## src/rtl/reg8_access_arbiter_pkg.sv

```systemverilog
// Shared types and defaults for the reg8 access arbiter.
package reg8_arb_pkg;

  typedef enum logic [1:0] {IDLE, WRITE, CHECK} arb_state_t;

  localparam int unsigned DW_DEF    = 8;
  localparam int unsigned CNT_W_DEF = 16;

endpackage

```

## src/rtl/reg8_access_arbiter_if.sv

```systemverilog
// Requester-side bus of the reg8 access arbiter: requests, write data, grant and read-back.
interface reg8_access_arbiter_if
  import reg8_arb_pkg::*;
#(
  parameter int unsigned N_REQ = 4,
  parameter int unsigned DW    = DW_DEF
);

  logic [N_REQ-1:0]         req;
  logic [N_REQ-1:0][DW-1:0] wdata;
  logic [N_REQ-1:0]         gnt;
  logic [N_REQ-1:0]         rvalid;
  logic [DW-1:0]            rdata;

  modport master (output req, wdata, input gnt, rvalid, rdata);
  modport slave  (input req, wdata, output gnt, rvalid, rdata);

endinterface

```

## src/rtl/reg8_access_arbiter_rr_arbiter.sv

```systemverilog
// Combinational round-robin pick: first set request at or after the pointer, wrapping.
module rr_arbiter #(
  parameter int unsigned N_REQ = 4,
  localparam int unsigned IW   = $clog2(N_REQ)
) (
  input  logic [N_REQ-1:0] req_i,
  input  logic [IW-1:0]    ptr_i,
  output logic [N_REQ-1:0] winner_o,
  output logic [IW-1:0]    winner_idx_o
);

  localparam logic [IW:0] NReq = (IW+1)'(N_REQ);

  logic [IW:0]   sum;
  logic [IW-1:0] cand;
  logic          found;

  always_comb begin
    winner_o     = '0;
    winner_idx_o = '0;
    found        = 1'b0;
    sum          = '0;
    cand         = '0;
    for (int unsigned i = 0; i < N_REQ; i++) begin
      // Modular add keeps non-power-of-two N_REQ correct.
      sum = {1'b0, ptr_i} + (IW+1)'(i);
      if (sum >= NReq) sum = sum - NReq;
      cand = sum[IW-1:0];
      if (!found && req_i[cand]) begin
        found        = 1'b1;
        winner_idx_o = cand;
      end
    end
    winner_o[winner_idx_o] = found;
  end

endmodule

```

## src/rtl/reg8_access_arbiter.sv

```systemverilog
// Shares one reg8 register between N_REQ requesters: round-robin write, read-back check,
// sticky mismatch flag and completed-transaction counter.
module reg8_access_arbiter
  import reg8_arb_pkg::*;
#(
  parameter int unsigned N_REQ = 4,
  parameter int unsigned DW    = DW_DEF,
  parameter int unsigned CNT_W = CNT_W_DEF
) (
  input  logic                 clk,
  input  logic                 rst_n,
  reg8_access_arbiter_if.slave bus,
  output logic [DW-1:0]        reg_d,
  input  logic [DW-1:0]        reg_q,
  output logic                 err,
  output logic [CNT_W-1:0]     txn_cnt
);

  localparam int unsigned IW      = $clog2(N_REQ);
  localparam logic [IW-1:0] LastIdx = IW'(N_REQ - 1);

  arb_state_t state_q, state_d;

  logic [IW-1:0]    ptr_q, ptr_d;
  logic [IW-1:0]    idx_q, idx_d;
  logic [N_REQ-1:0] gnt_q, gnt_d;
  logic [N_REQ-1:0] rvalid_q, rvalid_d;
  logic [DW-1:0]    rdata_q, rdata_d;
  logic [DW-1:0]    reg_d_q, reg_d_d;
  logic             err_q, err_d;
  logic [CNT_W-1:0] cnt_q, cnt_d;

  logic [N_REQ-1:0] win_oh;
  logic [IW-1:0]    win_idx;

  rr_arbiter #(
    .N_REQ(N_REQ)
  ) u_rr_arbiter (
    .req_i       (bus.req),
    .ptr_i       (ptr_q),
    .winner_o    (win_oh),
    .winner_idx_o(win_idx)
  );

  always_ff @(posedge clk or negedge rst_n) begin
    if (!rst_n) state_q <= IDLE;
    else        state_q <= state_d;
  end

  always_comb begin
    state_d = state_q;
    unique case (state_q)
      IDLE:    if (|bus.req) state_d = WRITE;
      WRITE:   state_d = CHECK;
      CHECK:   state_d = IDLE;
      default: state_d = IDLE;
    endcase
  end

  always_comb begin
    ptr_d    = ptr_q;
    idx_d    = idx_q;
    gnt_d    = gnt_q;
    rvalid_d = '0;
    rdata_d  = rdata_q;
    reg_d_d  = reg_d_q;
    err_d    = err_q;
    cnt_d    = cnt_q;
    unique case (state_q)
      IDLE: begin
        gnt_d = '0;
        if (|bus.req) begin
          gnt_d   = win_oh;
          idx_d   = win_idx;
          // reg_d doubles as the latched copy used for the read-back compare.
          reg_d_d = bus.wdata[win_idx];
          ptr_d   = (win_idx == LastIdx) ? '0 : win_idx + IW'(1);
        end
      end
      WRITE: ;
      CHECK: begin
        gnt_d    = '0;
        rvalid_d = N_REQ'(1) << idx_q;
        rdata_d  = reg_q;
        cnt_d    = cnt_q + CNT_W'(1);
        err_d    = err_q | (reg_q != reg_d_q);
      end
      default: ;
    endcase
  end

  always_ff @(posedge clk or negedge rst_n) begin
    if (!rst_n) begin
      ptr_q    <= '0;
      idx_q    <= '0;
      gnt_q    <= '0;
      rvalid_q <= '0;
      rdata_q  <= '0;
      reg_d_q  <= '0;
      err_q    <= 1'b0;
      cnt_q    <= '0;
    end else begin
      ptr_q    <= ptr_d;
      idx_q    <= idx_d;
      gnt_q    <= gnt_d;
      rvalid_q <= rvalid_d;
      rdata_q  <= rdata_d;
      reg_d_q  <= reg_d_d;
      err_q    <= err_d;
      cnt_q    <= cnt_d;
    end
  end

  assign bus.gnt    = gnt_q;
  assign bus.rvalid = rvalid_q;
  assign bus.rdata  = rdata_q;
  assign reg_d      = reg_d_q;
  assign err        = err_q;
  assign txn_cnt    = cnt_q;

endmodule

```

## src/flat_wrapper.sv

```systemverilog
// flat-port wrapper written by rule: the top's interface ports become plain ports
module reg8_access_arbiter_flat import reg8_arb_pkg::*;
#(
  parameter int unsigned N_REQ = 4,
  parameter int unsigned DW    = DW_DEF,
  parameter int unsigned CNT_W = CNT_W_DEF
)
  (clk, rst_n, reg_d, reg_q, err, txn_cnt, bus_req, bus_wdata, bus_gnt, bus_rvalid, bus_rdata);
  reg8_access_arbiter_if #(.N_REQ(N_REQ), .DW(DW)) bus_i ();
  input  logic clk;
  input  logic rst_n;
  output logic [DW-1:0] reg_d;
  input  logic [DW-1:0] reg_q;
  output logic err;
  output logic [CNT_W-1:0] txn_cnt;
  input wire logic [$bits(bus_i.req)-1:0] bus_req;
  input wire logic [$bits(bus_i.wdata)-1:0] bus_wdata;
  output wire logic [$bits(bus_i.gnt)-1:0] bus_gnt;
  output wire logic [$bits(bus_i.rvalid)-1:0] bus_rvalid;
  output wire logic [$bits(bus_i.rdata)-1:0] bus_rdata;
  assign bus_i.req = bus_req;
  assign bus_i.wdata = bus_wdata;
  assign bus_gnt = bus_i.gnt;
  assign bus_rvalid = bus_i.rvalid;
  assign bus_rdata = bus_i.rdata;
  reg8_access_arbiter #(.N_REQ(N_REQ), .DW(DW), .CNT_W(CNT_W)) u_core (.clk(clk), .rst_n(rst_n), .bus(bus_i), .reg_d(reg_d), .reg_q(reg_q), .err(err), .txn_cnt(txn_cnt));
endmodule
```

## config.mk

```make
export PLATFORM = sky130hd
export DESIGN_NAME = reg8_access_arbiter_flat
export DESIGN_NICKNAME = d
export VERILOG_FILES = /design/src/rtl/reg8_access_arbiter_pkg.sv /design/src/rtl/reg8_access_arbiter_if.sv /design/src/rtl/reg8_access_arbiter_rr_arbiter.sv /design/src/rtl/reg8_access_arbiter.sv /design/src/flat_wrapper.sv
export SDC_FILE = /design/constraint.sdc
export NUM_CORES = 1
export LEC_CHECK = 0
export ABC_AREA = 1
export BUFFER_PORTS_ARGS = -buffer_cell sky130_fd_sc_hd__buf_2
export CORE_UTILIZATION = 46
export CTS_CLUSTER_SIZE = 16
export DETAILED_ROUTE_END_ITERATION = 7
export PLACE_DENSITY = 0.81
export SLEW_MARGIN = 10
export SYNTH_ARGS = -nofsm -noshare
export SYNTH_HDL_FRONTEND = slang
export SYNTH_SLANG_ARGS = --single-unit
```

## constraint.sdc

```tcl
create_clock -name clk -period 2 [get_ports clk]
set_clock_uncertainty 0.1 [all_clocks]
set_input_delay 0 -clock clk [delete_from_list [all_inputs] [get_ports clk]]
set_output_delay 0 -clock clk [all_outputs]
set_load 0.1 [all_outputs]
```

==> summary.txt <==
run status = finished, final reports clean
Worst Setup End Kind = flop
fin. max-slew vios = 0
sequential share of the synthesized area = 45.2%
synthesized area = 2600 um^2
critical path type = reg2reg
Syn Nets = 365
Fin. Hold Viols = 0
unrepaired setup endpoints after global routing = yes
slowest stage delay, CP = 0.44 ns
initial antenna violation count = 0
layout cells sized above 1 = 32.3%
GP Congestion = 0.832
Warnings, synthesis = 0
Die Ht = 77.2 um
maximum fanout along the worst path = 7
Peak Freq = 517 MHz
CP required = 2.15 ns
startpoint types = flop
ant diodes = 0
dpl cells = 473
CTS Sinks = 47
cell family contributing the most delay on the critical path = simple AND/OR/NAND/NOR gates
Synth area leaders = dfrtp_1 45%, nand2_1 15%, nand3_1 4.8%
Die X = 77.2 um
Leak = 1.99 nW
Iter 0 DRT Violations = 148
Sw Ratio = 57.9%
CP max stage cell = dfrtp_2
Tightest Pin Transition = 0.846 ns
Via Count = 2671
Flop pwr share = 22.4%
first-pass GRT wire length = 12.0 mm
P_sw = 4.00 mW
CP Buf/Inv Count = 2
via/cell ratio = 5.10
Max-Slew Margin vs Limit = 43.6%
antenna-violating nets left = 0
Overflow after GRT = 0
final worst-path cycle share = 96.6%
leading area contributor after synthesis = dfrtp_1
pre-CTS setup slack = -0.0120 ns
CP Cell Sequence = buf_4 > nand2_1 > nand3_1 > nand2_1 > inv_2 > nand3_1 > nor2_2 > nor2_4 > nor2_2 > nand2_1 > nand3_1
final setup fails = 0
Initial DRT Pass Iterations = 4
CTS Buf Count = 5
share of the synthesized area in the top cell type = 45.2%
HPWL after DPL = 4.59 mm
Layout area overhead = 42.4%
Unique masters post-synth = 31
max-capacitance violation count = 0
All-Layer GR Usage = 25.4%
Syn Inst Count = 317
Clock Latency Late Sink = 0.30 ns
worst IR drop on VDD = 1.12 mV
Logic pwr share = 65.5%
most frequent cells in the layout = 105 x nand2_1, 86 x buf_2, 39 x dfrtp_1, 38 x dlygate4sd3_1, 27 x inv_1
min cycle time layout = 1.93 ns
Boundary Pins = 87
DIE AREA = 5960 um^2
Hold WC Path Type = in2reg
clock root cell = clkbuf_8
CTS HTree Levels = 2
CTS tree = yes
Std-Cell Rows = 27
Pwr Density = 1870 nW/um^2
maximum root-to-sink buffer count = 2
Power, Total = 6.91 mW
Worst-path clk slew = 0.09 ns
Remaining DRCs = 0
Buffers on Ports = 86
Pint = 2.91 mW
mean post-synth cell area = 8.20 um^2
DR WL/cell = 13.6 um
clock share of power = 12.0%
Starting Density = 47.5%
flops & latches, synth = 47
Placeable Area = 5470 um^2
most common cell after layout, fill and taps aside = nand2_1
Cell Count, Final, Fillers Out = 524
largest net degree at the start of global routing = 40
Worst EP arrival = 2.08 ns
Post-layout nets = 499
vias in the first global route = 2654
Final WS setup = 0.0675 ns
Post-Route WL = 7.15 mm
-- worst min-delay path, delay by kind of cell --
| kind | cells | cell delay [ns] |
|---|---|---|
| AND/OR/NAND/NOR | 4 | 0.24 |
| buffers and inverters | 2 | 0.14 |
-- power groups by stage --
| stage | registers (mW) | logic, mW | clock network [mW] |
|---|---|---|---|
| final | 1.55 | 4.53 | 0.830 |
| after detailed placement | 1.58 | 4.24 | 0 |
| after global placement | 1.56 | 4.16 | 0 |
| after global routing | 1.60 | 4.86 | 0.876 |
| after floorplan | 3.19 | 1.86 | 0 |
| after CTS | 1.56 | 4.30 | 0.844 |
-- cell families (layout without fill, tap and decap cells) --
logic type / after synthesis / after routing / share of synthesized area [%]
flops: 47 / 47 / 45.2
simple gates: 193 / 194 / 36.7
fa+ha+maj: 2 / 2 / 0.962
buf+inv: 40 / 174 / 6.98
xor+xnor: 20 / 20 / 6.74
compound gates: 15 / 15 / 3.37
-- per-stage QoR --
stage | hold slack [ns] | area (um^2) | util, % | TNS (ns)
5_1_grt | 0.0366 | 3700 | 67.6 | -0.0847
6_report | 0.0154 | 3700 | 67.6 | 0
3_5_place_dp | 0.0583 | 3120 | 57.0 | -0.0545
3_3_place_gp | 0.0454 | 3120 | 57.0 | 0
2_1_floorplan | -0.396 | 2610 | - | 0
4_1_cts | 0.00853 | 3640 | 66.5 | 0
-- repair_timing --
| item | 4_1_cts | 5_1_grt |
|---|---|---|
| hold buffers | 38 | 0 |
| pin swaps | 0 | 4 |
| gates resized for setup | 1 | 10 |
| gates cloned | 0 | 1 |
| hold endpoints to repair | 54 | 0 |
| setup buffers | 0 | 4 |
| setup endpoints to repair | 9 | 14 |
-- synth_stat cells (all sizes together) --
cell type / instances
nand2: 121
dfrtp: 47
inv: 31
nand3: 27
nand4: 22
xnor2: 14
nor2: 13
o21ai: 8
buf: 6
xor2: 6
nor3: 5
nand3b: 4
clkbuf: 3
a31oi: 2
ha: 2
o211ai: 2
o21bai: 2
a21oi: 1
and3: 1
-- final timing paths --
path | end | slack [ns] | startpoint | cells after the start
max | u_core.reg_d[6] | 0.07 | u_core.ptr_q[0] | 11
max reg2reg | u_core.reg_d[6] | 0.07 | u_core.ptr_q[0] | 11
min reg2reg | u_core.state_q[1] | 0.32 | u_core.state_q[1] | 1
min | u_core.reg_d[6] | 0.02 | bus_wdata[6] | 6
min in group asynchronous | u_core.txn_cnt[10] | 0.23 | rst_n | 2
max in group asynchronous | u_core.err | 0.92 | rst_n | 3
-- state kept, by name (all words and copies together), names as in the netlist --
register,count
u_core.bus.gnt,4
u_core.bus.rdata,8
u_core.bus.rvalid,4
u_core.err,1
u_core.idx_q,2
u_core.ptr_q,2
u_core.reg_d,8
u_core.state_q,2
u_core.txn_cnt,16
-- cell type report --
| class | instances | area, um^2 |
|---|---|---|
| clock buffers | 5 | 68.8 |
| clock inverters | 3 | 67.6 |
| fillers | 471 | 1770 |
| inverters | 31 | 124 |
| multi-input cells | 231 | 1260 |
| flip-flops and latches | 47 | 1190 |
| well taps | 72 | 90.1 |
| repair buffers | 135 | 901 |
-- routing by layer --
| layer | vias up | track usage, % | wire length [um] |
|---|---|---|---|
| li1 | 1289 | - | - |
| met1 | 1251 | 29.3 | 2900 |
| met2 | 103 | 45.1 | 3610 |
| met3 | 28 | 5.36 | 405 |
| met4 | 0 | 10.9 | 235 |
| met5 | - | 0 | 0 |
Note: power is estimated with default switching activity, not from simulation.
